--- src/rtl/norm_shift_unit.sv ---
// Iterative 16-bit normalizer. Finds the left-shift count that moves the
// leading one to bit 15, resolving one barrel stage (8, 4, 2, 1) per clock.
module norm_shift_unit (
  input  logic        i_clk,
  input  logic        i_rst,
  input  logic        i_start,
  input  logic [15:0] i_value,
  output logic        o_busy,
  output logic        o_done,
  output logic [3:0]  o_count,
  output logic [15:0] o_result,
  output logic        o_zero
);

  typedef enum logic [2:0] {
    StIdle,
    StS8,
    StS4,
    StS2,
    StS1,
    StDone
  } state_e;

  state_e      state_q, state_d;
  logic [15:0] w_q, w_d;
  logic [3:0]  c_q, c_d;
  logic        zero_q, zero_d;

  // Next-state and datapath: accept in IDLE/DONE, otherwise resolve one stage.
  always_comb begin
    state_d = state_q;
    w_d     = w_q;
    c_d     = c_q;
    zero_d  = zero_q;
    unique case (state_q)
      StIdle, StDone: begin
        if (i_start) begin
          w_d     = i_value;
          c_d     = 4'd0;
          zero_d  = (i_value == 16'h0000);
          state_d = StS8;
        end else begin
          state_d = StIdle;
        end
      end
      StS8: begin
        if (w_q[15:8] == 8'h00) begin
          w_d    = {w_q[7:0], 8'h00};
          c_d[3] = 1'b1;
        end
        state_d = StS4;
      end
      StS4: begin
        if (w_q[15:12] == 4'h0) begin
          w_d    = {w_q[11:0], 4'h0};
          c_d[2] = 1'b1;
        end
        state_d = StS2;
      end
      StS2: begin
        if (w_q[15:14] == 2'b00) begin
          w_d    = {w_q[13:0], 2'b00};
          c_d[1] = 1'b1;
        end
        state_d = StS1;
      end
      StS1: begin
        if (!w_q[15]) begin
          w_d    = {w_q[14:0], 1'b0};
          c_d[0] = 1'b1;
        end
        state_d = StDone;
      end
      default: state_d = StIdle;
    endcase
  end

  // State and working registers; reset aborts any operation at once.
  always_ff @(posedge i_clk or posedge i_rst) begin
    if (i_rst) begin
      state_q <= StIdle;
      w_q     <= 16'h0000;
      c_q     <= 4'd0;
      zero_q  <= 1'b0;
    end else begin
      state_q <= state_d;
      w_q     <= w_d;
      c_q     <= c_d;
      zero_q  <= zero_d;
    end
  end

  // Outputs decode registered state only, so no input reaches them combinationally.
  always_comb begin
    o_busy   = (state_q == StS8) || (state_q == StS4) ||
               (state_q == StS2) || (state_q == StS1);
    o_done   = (state_q == StDone);
    o_count  = c_q;
    o_result = w_q;
    o_zero   = zero_q;
  end

endmodule

--- config.mk ---
export PLATFORM = sky130hd
export DESIGN_NAME = norm_shift_unit
export DESIGN_NICKNAME = d
export VERILOG_FILES = /design/src/rtl/norm_shift_unit.sv
export SDC_FILE = /design/constraint.sdc
export NUM_CORES = 1
export LEC_CHECK = 0
export BUFFER_PORTS_ARGS = -buffer_cell sky130_fd_sc_hd__buf_4
export CAP_MARGIN = 20
export CORE_ASPECT_RATIO = 1.25
export CORE_MARGIN = 1.5
export CORE_UTILIZATION = 46
export CTS_BUF_LIST = sky130_fd_sc_hd__clkbuf_16
export DETAILED_ROUTE_END_ITERATION = 8
export GPL_ROUTABILITY_DRIVEN = 1
export MAX_ROUTING_LAYER = met4
export PLACE_DENSITY = 0.7
export SYNTH_ARGS = -nofsm -noshare
export SYNTH_HDL_FRONTEND = slang
export SYNTH_SLANG_ARGS = --single-unit
--- constraint.sdc ---
create_clock -name i_clk -period 3.45 [get_ports i_clk]
set_input_delay 0.345 -clock i_clk [delete_from_list [all_inputs] [get_ports i_clk]]
set_output_delay 0.345 -clock i_clk [all_outputs]
set_load 0.005 [all_outputs]
# Word level (Yosys, flattened, before mapping)
# Index checks and enable logic that the tools add are counted.
# totals
register_bits,24
inputBits,19
output_inout_bits,23
# classes
n_eq_ne,10
n_mux,17
reduce_logical,21
# ops
op,n
$mux 16,5
$pmux 16 s5,1
$logic_not 16->1,1
$pmux 3 s5,1
$reduce_and 3->1,4
$ne 2x2->1 const B,5
$logic_not 8->1,1
$pmux 1 s2,4
$reduce_bool 2->1,4
$eq 3x2->1 const B,2
$eq 3x3->1 const B,2
$reduce_and 6->1,1
$mux 1,5
$reduce_and 5->1,1
$reduce_bool 5->1,1
$logic_not 4->1,1
$mux 4,1
$eq 3x1->1 const B,1
$logic_not 3->1,1
$logic_or 1x1->1,3
$logic_not 2->1,1
$reduce_and 2->1,1
$reduce_or 2->1,1

# Longest topological paths before layout
# logic_depth
depth_word,4
depth_mapped,7
mapped_depth_nobuf,4

# Least setup slack after synthesis
# Ideal clock, no wire load.
# synth_path
kind,register to register
startpoint,reg w_q[15] (netlist: o_result[15])
endpoint,reg w_q[1] (netlist: o_result[1])
setup_time_ns,0.125
arrival_time_ns,1.903
required_ns,3.325
slack_ns,1.421
stages_incl_launch_ff,8
path_buffers,3
period_less_slack_ns,2.029
cell_sequence,dfrtp_1 -> buf_6 -> nor4_4 -> a211oi_1 -> or3_1 -> buf_6 -> buf_12 -> mux2_4
# synth_via
elab_chain_cells,3
# synth_rtl
item,line,source
from (decl),25,"logic [15:0] w_q, w_d;"
from (signal assigned),87,w_q <= w_d;
"$logic_not 8->1, or another cell as far along",47,if (w_q[15:8] == 8'h00) begin
$ne 2x2->1 (no source line),n/a,
$reduce_and 6->1 (no source line) (*),n/a,
# Every way passes the cells marked *; elsewhere a longest branch is shown, timed or not.
# A chain may end at the register's enable or synchronous reset.

# Final worst setup path
# layout_path
startpoint,reg w_q[15] (netlist: o_result[15])
endpoint,reg w_q[8] (netlist: o_result[8])
# The elaborated chain is that of the path after synthesis.

==> run_results.csv <==
group,metric,value,unit
yosys,synth-edff-count,0,
placed_design,dp_slack,963.8,ps
global_route,grt_max_degree,48,
global_route,grt_pass1_vias,1644,
yosys,async_flop_share,1.000,
clock_tree,htree_num_levels,1,
timing,slew_viol_final,0,
clock_tree,clkLatencyLatePin,260,ps
placed_design,portBuffers,41,
timing,rsz0062_at_grt,"false",
placed_design,placed_cell_area,0.002161,mm²
power_and_ir_drop,vdd_ir_drop_max,0.5964,mV
timing,skew,4.495,ps
finish,instances_no_fill,285,
placed_design,dp_cells,280,
outcome,outcome,"finished, final reports clean",
routing,ant_nets,0,
die,initial_core_util,0.4846,
timing,finalCritPeriodShare,0.7389,
timing,timing.fmax,392.3,MHz
timing,hold-worst-slack,118.0,ps
power_and_ir_drop,p_sw_frac,0.4336,
die,rows,25,
flow_run,max-cap-violations,0,
clock_tree,cts-resized-gates,0,
timing,finalSetupViolCount,0,
die,die_h,74.18,µm
yosys,yosysSeqAreaShare,0.3221,
yosys,ys_ff_latch,24,
critical_path,crit_path_max_fanout,20,
critical_path,slowest_delay,750,ps
finish,antenna_cells,0,
critical_path,worstReg2RegStart,"o_result[15]$_DFFE_PP0P_",
critical_path,path_cells,"nor4_4 > a211oi_1 > or3_1 > mux2_4",
critical_path,critPathRequiredTime,3590,ps
timing,post-route-min-period,2549,ps
timing,fin_ws,900.6,ps
clock_tree,clkSinkCount,24,
critical_path,r2r_end,"o_result[8]$_DFFE_PP0P_",
finish,post-route-cell-area,0.002255,mm²
die,die_w,59.94,µm
global_route,grt_pass1_wl,8.217,mm
yosys,ys_warn_count,0,
critical_path,cpMaxStageDelayCell,"or3_1",
critical_path,ff2ff_setup_slack,900,ps
routing,routedWlPerCell,17.85,µm
power_and_ir_drop,power.density,1045,mW/mm²
clock_tree,hold_buffers,0,
clock_tree,cts_buffer_depth,2,
timing,slew_headroom,0.4502,
finish,synthToLayoutAreaGrowth,20.94,%
routing,drt_wl_total,5.087,mm
finish,post-route-util,0.5860,
power_and_ir_drop,p_comb_frac,0.609,
die,die-area,0.004446,mm²
routing,drcViolationCount,0,
timing,fin_tns_setup,0,ps
placed_design,hpwl,3.395,mm
critical_path,worstPathArrival,2690,ps
power_and_ir_drop,finalPower,2.356,mW
routing,vias,1793,
placed_design,gp_congestion,0.8628,
yosys,synth.distinct_cells,46,
yosys,syn_nets,219,
critical_path,worst_setup_path_start_kind,"flop",
power_and_ir_drop,clkPwrFrac,0.109,
timing,tightest_slew,824.7,ps
critical_path,end_kind,"flop",
critical_path,reg2reg_depth,4,
yosys,yosys_most_used_dff,"dfrtp_1",
timing,hold_violations,0,
yosys,syn_area_per_cell,9.321,µm²
clock_tree,post-cts-setup-buffers,0,
power_and_ir_drop,p_leak,0.9795,nW
die,core_area,0.003847,mm²
routing,viasPerCell,6.291,
global_route,grt.overflow.total,0,
global_route,grtUsageTotal,0.2512,
routing,drt_first_iter_violations,169,
die,io_pins,42,
finish,drive_gt1_frac,0.2987,
power_and_ir_drop,sequentialPowerShare,0.281,
min_path,min_path_type,"in2async",
yosys,syn_area,0.001864,mm²
clock_tree,cts_tree,"done",
critical_path,path_class,"reg2reg",
clock_tree,root_buffer,"clkbuf_16",
yosys,synthCells,200,
clock_tree,cts_inserted_buffers,3,
power_and_ir_drop,netSwitchingPower,1.021,mW
finish,nNetsFinal,251,
clock_tree,clk_pin_slew,60,ps
global_route,antenna_found_initial,0,
power_and_ir_drop,intPower,1.334,mW
routing,first_pass_iters,5,
## final cells by class
class                   count  area, µm²
multi-input cells         145       1114
inverters                  13      48.80
clock buffers               3      75.07
clock inverters             1      3.754
repair buffers             45      345.3
fillers                   361       1593
well taps                  54      67.56
flip-flops and latches     24      600.6
## state kept, by name (all words and copies together) (netlist names)
name,count
o_count,4
state_q,3
o_zero,1
o_result,16
## logic make-up after synthesis
| logic type | share of synthesized area |
|---|---|
| and+or+nand+nor | 0.1893 |
| muxes | 0.1852 |
| AOI/OAI and AO/OA | 0.2087 |
| xor gates and xnor gates | 0.01410 |
| buffers and inverters | 0.08054 |
| DFF | 0.3221 |
## power groups by stage
stage          registers, mW  logic, mW  clock network [mW]
2_1_floorplan          0.554       1.18                   0
3_3_place_gp           0.665       1.41                   0
3_5_place_dp           0.664       1.42                   0
4_1_cts                0.659       1.43               0.264
5_1_grt                0.688       1.56               0.273
6_report               0.663       1.44               0.257
## worst max-delay path: cells and delay by family (launching register included)
| family | cells | cell delay [ps] |
|---|---|---|
| flops | 1 | 640 |
| mux | 1 | 420 |
| compound gates | 1 | 150 |
| simple gates | 2 | 1220 |
## synth_stat cells, drive strengths merged, types with 2 or more instances
| cell | number | area [µm²] |
|---|---|---|
| mux2 | 10 | 127.6 |
| a222oi | 4 | 40.04 |
| nand2b | 2 | 12.51 |
| nand3 | 2 | 10.01 |
| a211oi | 2 | 15.01 |
| nor4 | 6 | 52.55 |
| o221ai | 2 | 17.52 |
| a31oi | 5 | 31.28 |
| nor3 | 3 | 15.01 |
| o22ai | 5 | 31.28 |
| o21ai | 8 | 40.04 |
| nand2 | 15 | 56.30 |
| nor2b | 3 | 18.77 |
| xnor2 | 2 | 17.52 |
| mux2i | 6 | 60.06 |
| nor2 | 14 | 52.55 |
| nor4b | 7 | 61.31 |
| o31ai | 2 | 15.01 |
| a21oi | 14 | 70.07 |
| dfrtp | 24 | 600.6 |
| clkbuf | 10 | 37.54 |
| or2 | 2 | 12.51 |
| mux4 | 7 | 157.7 |
| a22o | 8 | 70.07 |
| inv | 13 | 48.80 |
| buf | 8 | 63.81 |
| nand3b | 2 | 15.01 |
## cell usage in the layout (no fill, tap or decap), types with 2 or more instances in the layout
| cell | Yosys | final |
|---|---|---|
| inv_1 | 13 | 13 |
| a22o_1 | 8 | 8 |
| mux4_2 | 7 | 7 |
| a222oi_1 | 4 | 4 |
| clkbuf_16 | 0 | 3 |
| buf_4 | 0 | 44 |
| a211oi_1 | 2 | 2 |
| nand3_1 | 2 | 2 |
| nand3b_1 | 2 | 2 |
| nor2b_1 | 3 | 3 |
| o21ai_0 | 8 | 8 |
| nor4_1 | 5 | 5 |
| or2_2 | 2 | 2 |
| o221ai_1 | 2 | 2 |
| nand2b_1 | 2 | 2 |
| nor4b_1 | 7 | 7 |
| nor3_1 | 3 | 3 |
| o31ai_1 | 2 | 2 |
| dfrtp_1 | 24 | 24 |
| mux2_4 | 4 | 4 |
| a21oi_1 | 14 | 14 |
| a31oi_1 | 5 | 5 |
| mux2i_1 | 6 | 6 |
| mux2_2 | 6 | 6 |
| nor2_1 | 14 | 14 |
| nand2_1 | 15 | 15 |
| o22ai_1 | 5 | 5 |
| xnor2_1 | 2 | 2 |
## worst max path at each step
stage | start | slack (ps) | cells past startpoint | to
finish | o_result[15]$_DFFE_PP0P_ | 900 | 4 | o_result[8]$_DFFE_PP0P_
global route | o_result[15]$_DFFE_PP0P_ | 730 | 4 | o_result[10]$_DFFE_PP0P_
CTS | o_result[15]$_DFFE_PP0P_ | 930 | 4 | o_result[9]$_DFFE_PP0P_
detailed placement | o_result[15]$_DFFE_PP0P_ | 960 | 4 | o_result[9]$_DFFE_PP0P_
global placement | o_result[15]$_DFFE_PP0P_ | 970 | 4 | o_result[11]$_DFFE_PP0P_
floorplan | o_result[15]$_DFFE_PP0P_ | 1420 | 7 | o_result[1]$_DFFE_PP0P_
## layer usage
layer | wire, µm | up-vias | GRT usage
met5 | 0 | - | -
met4 | 64 | 0 | 0.09877
met3 | 321 | 6 | 0.03130
met2 | 2459 | 77 | 0.3732
met1 | 2241 | 885 | 0.3477
li1 | - | 825 | -
No activity file was read; power rests on OpenSTA's default activity.
